**src/rtl/text_fetch_sequencer.sv**
```systemverilog
// Character-cell fetch controller for the VGA text path: text RAM -> font ROM -> glyph
// serializer, with a host write port sharing the single text RAM port.
//
// state    | meaning
// IDLE     | no display fetch; host owns the RAM port every cycle
// PREFETCH | 8-cycle lead-in fetching column 0 of the current glyph line
// ACTIVE   | COLS cells of 8 cycles; column c+1 is fetched while column c is shown
module text_fetch_sequencer #(
  parameter int COLS    = 80,
  parameter int ROWS    = 30,
  parameter int GLYPH_H = 16,
  parameter int TA_W    = 12
) (
  input  logic                          clk,
  input  logic                          rst_n,
  input  logic                          frame_start_i,
  input  logic                          line_start_i,
  output logic [TA_W-1:0]               txt_addr_o,
  output logic                          txt_we_o,
  output logic [7:0]                    txt_wdata_o,
  input  logic [7:0]                    txt_rdata_i,
  output logic [7+$clog2(GLYPH_H):0]    font_addr_o,
  input  logic [7:0]                    font_data_i,
  input  logic                          host_req_i,
  input  logic [TA_W-1:0]               host_addr_i,
  input  logic [7:0]                    host_data_i,
  output logic                          host_ack_o,
  output logic [7:0]                    charline_o,
  output logic [2:0]                    charpos_x_o,
  output logic                          pix_valid_o
);

  localparam int GL_W  = $clog2(GLYPH_H);
  localparam int COL_W = $clog2(COLS + 1);
  localparam int ROW_W = $clog2(ROWS + 1);

  typedef enum logic [1:0] {IDLE, PREFETCH, ACTIVE} state_t;

  state_t            state_q;
  logic [2:0]        phase_q;
  logic [COL_W-1:0]  col_q;
  logic [ROW_W-1:0]  row_q, row_d;
  logic [GL_W-1:0]   gline_q, gline_d;
  logic              used_q;
  logic              run_q;
  logic [7:0]        code_q;
  logic [7:0]        next_q;
  logic [7:0]        glyph_q;
  logic [7:0]        glyph_d1_q;
  logic [7:0]        charline_q;
  logic [2:0]        act_q;

  logic              line_ok;
  logic              last_cell;
  logic              fetch_en;
  logic              fetch_slot;
  logic              grant;
  logic              host_ok;
  logic [COL_W-1:0]  col_next;
  logic [TA_W-1:0]   fetch_addr;

  // Line counter advances on a line_start only once the previous line has been started.
  always_comb begin
    row_d   = row_q;
    gline_d = gline_q;
    if (frame_start_i) begin
      row_d   = '0;
      gline_d = '0;
    end else if (line_start_i && used_q) begin
      if (gline_q == GL_W'(GLYPH_H - 1)) begin
        gline_d = '0;
        if (row_q < ROW_W'(ROWS)) row_d = row_q + ROW_W'(1);
      end else begin
        gline_d = gline_q + GL_W'(1);
      end
    end
  end

  assign line_ok    = (row_d < ROW_W'(ROWS));
  assign last_cell  = (state_q == ACTIVE) && (col_q == COL_W'(COLS - 1));
  assign fetch_en   = !last_cell;
  assign fetch_slot = (state_q != IDLE) && (phase_q == 3'd0);
  assign col_next   = (state_q == PREFETCH) ? '0 : col_q + COL_W'(1);
  assign fetch_addr = TA_W'(row_q) * TA_W'(COLS) + TA_W'(col_next);

  // run_q keeps the combinational host grant quiet through reset and the cycle after.
  assign grant   = run_q && host_req_i && !fetch_slot;
  assign host_ok = ({1'b0, host_addr_i} < (TA_W + 1)'(COLS * ROWS));

  assign txt_addr_o  = (fetch_slot && fetch_en) ? fetch_addr :
                       grant                    ? host_addr_i : '0;
  assign txt_we_o    = grant && host_ok;
  assign txt_wdata_o = grant ? host_data_i : 8'd0;
  assign host_ack_o  = grant;
  assign font_addr_o = ((state_q != IDLE) && (phase_q == 3'd2) && fetch_en) ?
                       {code_q, gline_q} : '0;
  assign charpos_x_o = (state_q == ACTIVE) ? phase_q : 3'd0;
  assign charline_o  = charline_q;
  assign pix_valid_o = act_q[2];

  always_ff @(posedge clk or negedge rst_n) begin
    if (!rst_n) begin
      state_q    <= IDLE;
      phase_q    <= '0;
      col_q      <= '0;
      row_q      <= '0;
      gline_q    <= '0;
      used_q     <= 1'b0;
      run_q      <= 1'b0;
      code_q     <= '0;
      next_q     <= '0;
      glyph_q    <= '0;
      glyph_d1_q <= '0;
      charline_q <= '0;
      act_q      <= '0;
    end else begin
      run_q      <= 1'b1;
      row_q      <= row_d;
      gline_q    <= gline_d;
      glyph_d1_q <= glyph_q;
      charline_q <= glyph_d1_q;
      act_q      <= {act_q[1:0], (state_q == ACTIVE)};

      if (line_start_i)       used_q <= 1'b1;
      else if (frame_start_i) used_q <= 1'b0;

      if (line_start_i) begin
        // Abort/restart: flush everything downstream so no stale glyph reaches the serializer.
        state_q    <= line_ok ? PREFETCH : IDLE;
        phase_q    <= '0;
        col_q      <= '0;
        code_q     <= '0;
        next_q     <= '0;
        glyph_q    <= '0;
        glyph_d1_q <= '0;
        charline_q <= '0;
        act_q      <= '0;
      end else begin
        case (state_q)
          IDLE: phase_q <= '0;
          default: begin
            phase_q <= phase_q + 3'd1;
            if (fetch_en && (phase_q == 3'd1)) code_q <= txt_rdata_i;
            if (fetch_en && (phase_q == 3'd3)) next_q <= font_data_i;
            if (phase_q == 3'd7) begin
              if (state_q == PREFETCH) begin
                state_q <= ACTIVE;
                col_q   <= '0;
                glyph_q <= next_q;
              end else if (last_cell) begin
                state_q <= IDLE;
                col_q   <= '0;
                glyph_q <= '0;
              end else begin
                col_q   <= col_q + COL_W'(1);
                glyph_q <= next_q;
              end
            end
          end
        endcase
      end
    end
  end

endmodule
```
**config.mk**
```make
export PLATFORM = sky130hd
export DESIGN_NAME = text_fetch_sequencer
export DESIGN_NICKNAME = d
export VERILOG_FILES = /design/src/rtl/text_fetch_sequencer.sv
export SDC_FILE = /design/constraint.sdc
export NUM_CORES = 1
export LEC_CHECK = 0
export BUFFER_PORTS_ARGS = -buffer_cell sky130_fd_sc_hd__buf_4
export CELL_PAD_IN_SITES_DETAIL_PLACEMENT = 0
export CELL_PAD_IN_SITES_GLOBAL_PLACEMENT = 1
export CORE_ASPECT_RATIO = 1.2
export CORE_MARGIN = 2
export CORE_UTILIZATION = 44
export DETAILED_ROUTE_END_ITERATION = 8
export GPL_ROUTABILITY_DRIVEN = 1
export PLACE_DENSITY = 0.89
export SETUP_SLACK_MARGIN = 0.02
export SYNTH_ARGS = -nofsm -noshare
export SYNTH_HDL_FRONTEND = slang
export SYNTH_SLANG_ARGS = --single-unit
```
**constraint.sdc**
```tcl
create_clock -name clk -period 3.5 [get_ports clk]
set_clock_uncertainty 0.05 [all_clocks]
set_input_delay 0.175 -clock clk [delete_from_list [all_inputs] [get_ports clk]]
set_output_delay 0.175 -clock clk [all_outputs]
set_load 0.005 [all_outputs]
```
==> impl_metrics.env, run 1 <==
export IMPL_routed_wl_met2_um=3390
export IMPL_holdWs_ns=0.0218
export IMPL_synth_nets=419
export IMPL_grt_use_total_pct=17.5
export IMPL_drc=0
export IMPL_dr_pass1_iters=4
export IMPL_layout_drive_gt1_share_pct=24.0
export IMPL_wirelength_um=7310
export IMPL_synth_edff_count=0
export IMPL_root_buffer="clkbuf_8"
export IMPL_p_clk_share_pct=41.0
export IMPL_clkTransAtPathRegs_ns=0.07
export IMPL_first_global_vias=2754
export IMPL_rows=35
export IMPL_wl_met1_um=3260
export IMPL_grt_first_pass_wirelength_um=12200
export IMPL_r2r_start="state_q[1]$_DFFE_PN0P_"
export IMPL_status="completed"
export IMPL_power_leakage_nw=2.17
export IMPL_tightest_slew_ns=1.02
export IMPL_power_switching_w=0.000392
export IMPL_vias_per_cell=5.22
export IMPL_clockBufferDepth=2
export IMPL_ant_nets=0
export IMPL_gr_total_overflow=0
export IMPL_dieArea_um2=8740
export IMPL_internal_power_w=0.00118
export IMPL_postLayoutCoreUtil_pct=57.2
export IMPL_hp_class="in -> reg"
export IMPL_hold_buffers=1
export IMPL_die_w_um=85.7
export IMPL_cts_tree="built"
export IMPL_n_antenna_cell=0
export IMPL_slew_headroom_pct=31.5
export IMPL_grt_max_degree=67
export IMPL_antenna_found_initial=0
export IMPL_htree_num_levels=3
export IMPL_clock_latency_ns=0.34
export IMPL_crit_path_start_kind="flip-flop"
export IMPL_critPathMaxFanout=6
export IMPL_crit_path_end_kind="output port"
export IMPL_start_util_pct=45.7
export IMPL_timing_worst_setup_path_type="reg -> out"
export IMPL_fin_tns_setup_ns=0
export IMPL_syn_area_um2=3520
export IMPL_highest_layer="met4"
export IMPL_fin_nets=501
export IMPL_setup_viol=0
export IMPL_drv_cap=0
export IMPL_fin_crit_ns=3.14
export IMPL_drtIter0Drc=138
export IMPL_ys_types=47
export IMPL_port_buffers=86
export IMPL_vias=2801
export IMPL_worst_ep_required_time_ns=3.27
export IMPL_cp_startpoint="col_q[2]$_DFFE_PN0P_"
export IMPL_area_growth_pct=25.1
export IMPL_seqPwrFrac_pct=49.9
export IMPL_hold_viol=0
export IMPL_hpwl_um=5210
export IMPL_nFillCells=698
export IMPL_place_gp_congestion=0.885
export IMPL_core_um2=7710
export IMPL_power_w=0.00157
export IMPL_cts_buffers=9
export IMPL_hp_start="font_data_i[4]"
export IMPL_die_y_um=102
export IMPL_wl_met3_um=488
export IMPL_yosys_warnings=0
export IMPL_ir_drop_v=0.000198
export IMPL_synth_avg_cell_area_um2=9.83
export IMPL_report_final_slew_viol_count=0
export IMPL_post_cts_setup_buffers=0
export IMPL_postSynthCellCount=358
export IMPL_fin_crit_sh_pct=89.6
export IMPL_ys_ff_latch=66
export IMPL_async_reset_ff_share_pct=100
export IMPL_postCtsResizedCells=0
export IMPL_rsz0062_at_grt="no"
export IMPL_combinationalPowerShare_pct=9.1
export IMPL_wl_per_cell_um=13.6
export IMPL_cts_sinks=66
export IMPL_worst_ep_arrival_time_ns=2.91
export IMPL_synthFlopType="dfrtp_1"
export IMPL_pin_count=87
export IMPL_p_sw_share_pct=25.0
export IMPL_seq_area_frac_synth_pct=46.9
export IMPL_timing_fmax_mhz=319
export IMPL_power_density_nw_per_um2=357
-- cells in the mapped netlist (all sizes together) (4+ instances only) --
master	count	area share, %
nand4	6	1.1
and2	25	4.4
and3	6	1.2
nand3	9	1.3
mux2i	17	4.8
ha	18	6.4
buf	11	2.1
nor3	5	0.71
xor2	5	1.2
o21ai	19	2.7
nand2	36	3.8
nor2b	23	4.2
a21oi	18	2.7
clkbuf	6	0.64
nor2	30	3.3
inv	10	1.1
xnor2	6	1.5
and4	4	0.99
dfrtp	66	47
a21o	6	1.3
a22o	7	1.7
-- final cells by class --
type	count	area [um2]	share of cell area, %
clock inverter	7	77.6	1.76
timing repair buffer	88	663	15.1
sequential	66	1650	37.5
multi-input combinational	265	1740	39.4
inverter	10	37.5	0.852
clock buffer	9	124	2.81
tap	92	115	2.61
-- layer usage --
layer	track usage (%)	vias up
met5	0	-
met4	9.40	0
met3	3.15	17
met2	28.3	101
met1	22.5	1291
li1	-	1392
-- final timing paths --
| kind | to | slack, ns | depth (start not counted) |
|---|---|---|---|
| max | txt_addr_o[10] | 0.36 | 10 |
| min | next_q[4]$_DFFE_PN0P_ | 0.02 | 3 |
| max reg2reg | code_q[7]$_DFFE_PN0P_ | 1.11 | 5 |
| min reg2reg | charline_o[4]$_DFF_PN0_ | 0.41 | 1 |
| max in group asynchronous | glyph_d1_q[3]$_DFF_PN0_ | 2.46 | 2 |
| min in group asynchronous | gline_q[0]$_DFFE_PN0P_ | 0.41 | 2 |
-- sequential cells by signal, summed over array words and instances, names as in the netlist --
register    cells
act_q           3
charline_o      8
code_q          8
col_q           7
gline_q         4
glyph_d1_q      8
glyph_q         8
next_q          8
phase_q         3
row_q           5
run_q           1
state_q         2
used_q          1
-- cell usage in the layout, fill, tap and decap left out, types with 5 or more instances in the layout --
master	Yosys	final
inv_1	10	10
nor3_1	5	5
and3_1	5	5
dfrtp_1	66	66
and2_1	25	25
a21o_1	6	6
nand4_1	6	6
xor2_1	5	5
nand3_1	9	9
nor2b_1	22	22
xnor2_1	6	6
nor2_1	29	29
a21oi_1	17	17
a22o_1	7	7
buf_4	0	87
clkbuf_8	0	9
mux2i_1	17	17
ha_1	18	18
nand2_1	36	36
o21ai_0	18	18
-- worst max-delay path: stages, from the launching register on --
cell and delay (ns):
dfrtp_1 0.46, nand3_1 0.20, or3_1 0.41, a21oi_2 0.19
inv_1 0.08, fa_1 0.43, nor2b_1 0.17, o2111ai_1 0.14
xnor2_1 0.16, a22o_1 0.20, buf_4 0.13
-- through the flow --
step	instances	setup WS (ns)	instance area, um2
2_1_floorplan	358	1.05	3520
3_3_place_gp	520	0.811	4190
3_5_place_dp	520	0.729	4190
4_1_cts	537	0.338	4410
5_1_grt	537	0.151	4410
6_report	537	0.364	4410
-- power by group through the flow --
stage | combinational [W] | clock (W) | sequential, W
final | 0.000143 | 0.000644 | 0.000784
after global routing | 0.000161 | 0.000694 | 0.000786
after CTS | 0.000146 | 0.000666 | 0.000784
after detailed placement | 0.000145 | 0 | 0.000799
after global placement | 0.000142 | 0 | 0.000799
after floorplan | 0.0000714 | 0 | 0.000796
-- kinds of logic (layout without fill, tap and decap cells) --
group,count (synthesis),count (layout),share of synthesized area (%)
adders and majority gates,20,20,7.53
buffers and inverters,27,114,3.77
DFF,66,66,46.9
other,1,1,0.107
xor gates and xnor gates,11,11,2.74
AOI/OAI and AO/OA,61,61,10.9
muxes,17,17,4.83
and+or+nand+nor,155,155,23.2
No activity file was read; power rests on OpenSTA's default activity.
==> inputs of run 2 (changes only) <==
Settings changed: CORE_ASPECT_RATIO 1.2 to 1.5.
==> impl_metrics.env, run 2 (synthesis results as in run 1) <==
export IMPL_status="completed"
export IMPL_dieArea_um2=8750
export IMPL_hp_class="in -> reg"
export IMPL_htree_num_levels=3
export IMPL_die_y_um=114
export IMPL_fin_crit_sh_pct=88.6
export IMPL_rows=40
export IMPL_vias=2849
export IMPL_layout_drive_gt1_share_pct=23.8
export IMPL_slew_headroom_pct=30.0
export IMPL_highest_layer="met4"
export IMPL_wl_met1_um=3030
export IMPL_p_clk_share_pct=49.0
export IMPL_worst_ep_required_time_ns=3.27
export IMPL_core_um2=7910
export IMPL_crit_path_start_kind="flip-flop"
export IMPL_r2r_end="next_q[1]$_DFFE_PN0P_"
export IMPL_place_gp_congestion=0.802
export IMPL_cts_buffers=9
export IMPL_p_sw_share_pct=21.3
export IMPL_r2r_slack_ns=1.19
export IMPL_power_leakage_nw=2.21
export IMPL_nFillCells=719
export IMPL_timing_worst_setup_path_type="reg -> out"
export IMPL_final_area_um2=4530
export IMPL_placed_area_um2=4210
export IMPL_power_w=0.00182
export IMPL_wl_per_cell_um=13.4
export IMPL_drc=0
export IMPL_seqPwrFrac_pct=43.2
export IMPL_drv_cap=0
export IMPL_cts_tree="built"
export IMPL_post_cts_setup_buffers=0
export IMPL_tightest_slew_ns=1.04
export IMPL_combinationalPowerShare_pct=7.8
export IMPL_n_antenna_cell=0
export IMPL_internal_power_w=0.00143
export IMPL_ant_nets=0
export IMPL_min_to="code_q[2]$_DFFE_PN0P_"
export IMPL_fin_crit_ns=3.10
export IMPL_gr_total_overflow=0
export IMPL_first_global_vias=2837
export IMPL_critPathMaxFanout=6
export IMPL_fin_nets=501
export IMPL_wl_met3_um=466
export IMPL_port_buffers=86
export IMPL_rsz0062_at_grt="no"
export IMPL_crit_path_end_kind="output port"
export IMPL_layout_common_cells="87 x buf_4, 66 x dfrtp_1, 36 x nand2_1"
export IMPL_report_final_slew_viol_count=0
export IMPL_setup_viol=0
export IMPL_fin_tns_setup_ns=0
export IMPL_power_switching_w=0.000387
export IMPL_cts_sinks=66
export IMPL_r2r_start="col_q[0]$_DFFE_PN0P_"
export IMPL_wirelength_um=7350
export IMPL_die_w_um=77.0
export IMPL_dr_pass1_iters=4
export IMPL_ff2ff_path_depth=6
export IMPL_clkTransAtPathRegs_ns=0.05
export IMPL_clockBufferDepth=2
export IMPL_worst_ep_arrival_time_ns=2.88
export IMPL_grt_use_total_pct=18.0
export IMPL_power_density_nw_per_um2=402
export IMPL_start_util_pct=44.5
export IMPL_hold_viol=0
export IMPL_ir_drop_v=0.000399
export IMPL_area_growth_pct=28.6
export IMPL_clock_latency_ns=0.32
export IMPL_grt_first_pass_wirelength_um=12700
export IMPL_hpwl_um=5240
export IMPL_cp_startpoint="col_q[2]$_DFFE_PN0P_"
export IMPL_worstHoldPathCells=3
export IMPL_routed_wl_met2_um=3650
export IMPL_timing_fmax_mhz=323
export IMPL_root_buffer="clkbuf_16"
export IMPL_layout_commonest_cell="buf_4"
export IMPL_hp_start="txt_rdata_i[2]"
export IMPL_vias_per_cell=5.18
export IMPL_pin_count=87
export IMPL_antenna_found_initial=0
export IMPL_drtIter0Drc=132
export IMPL_grt_max_degree=67
==> run 2: changes by cell type in the layout (fill, tap and decap cells not counted), sizes merged <==
cell,delta
clkinvlp,+1
clkbuf,+3
clkinv,-2
inv,-2
==> run 2: power by group through the flow <==
stage / registers (W) / logic [W] / clock network [W]
after floorplan: 0.000796 / 0.0000714 / 0
after detailed placement: 0.000799 / 0.000144 / 0
after global placement: 0.000799 / 0.000142 / 0
after global routing: 0.000788 / 0.000160 / 0.000948
final: 0.000787 / 0.000141 / 0.000893
after CTS: 0.000786 / 0.000146 / 0.000911
==> run 2: critical path: stages (launching register included) <==
cell	delay, ns
dfrtp_1	0.44
nand3_1	0.20
or3_1	0.41
a21oi_2	0.21
inv_1	0.08
fa_1	0.43
nor2b_1	0.16
o2111ai_1	0.13
xnor2_1	0.15
a22o_1	0.20
buf_4	0.13
==> run 2: layout make-up <==
class / count / area (um2) / share of cell area [%]
clock buffer: 12 / 256 / 5.67
timing repair buffer: 88 / 663 / 14.6
sequential: 66 / 1650 / 36.5
clock inverter: 4 / 50.0 / 1.11
tap: 105 / 131 / 2.90
inverter: 10 / 37.5 / 0.829
multi-input combinational: 265 / 1740 / 38.4
==> run 2: per-stage QoR <==
step,worst slack [ns],utilization (%),hold WS (ns),cells
floorplan,1.05,-,-0.171,358
global placement,0.810,53.2,0.269,533
detailed placement,0.728,53.2,0.272,533
CTS,0.374,57.2,0.0385,550
global route,0.218,57.2,0.0471,550
finish,0.400,57.2,0.0446,550
==> run 2: how the worst max path moves through the flow <==
stage	end	slack [ns]
2_1_floorplan	txt_addr_o[10]	1.05
3_3_place_gp	txt_addr_o[10]	0.81
3_5_place_dp	txt_addr_o[10]	0.73
4_1_cts	txt_addr_o[10]	0.37
5_1_grt	txt_addr_o[10]	0.22
6_report	txt_addr_o[10]	0.40
==> run 2: repair_timing <==
action,in CTS,in global routing
endpoints found under the hold margin,66,0
resized for setup,0,0
hold buffers,1,0
==> run 2: layer usage <==
| layer | vias to the layer above | global-route usage, % |
|---|---|---|
| met5 | - | 0 |
| met4 | 0 | 10.0 |
| met3 | 13 | 4.27 |
| met2 | 92 | 30.1 |
| met1 | 1355 | 21.5 |
| li1 | 1389 | - |
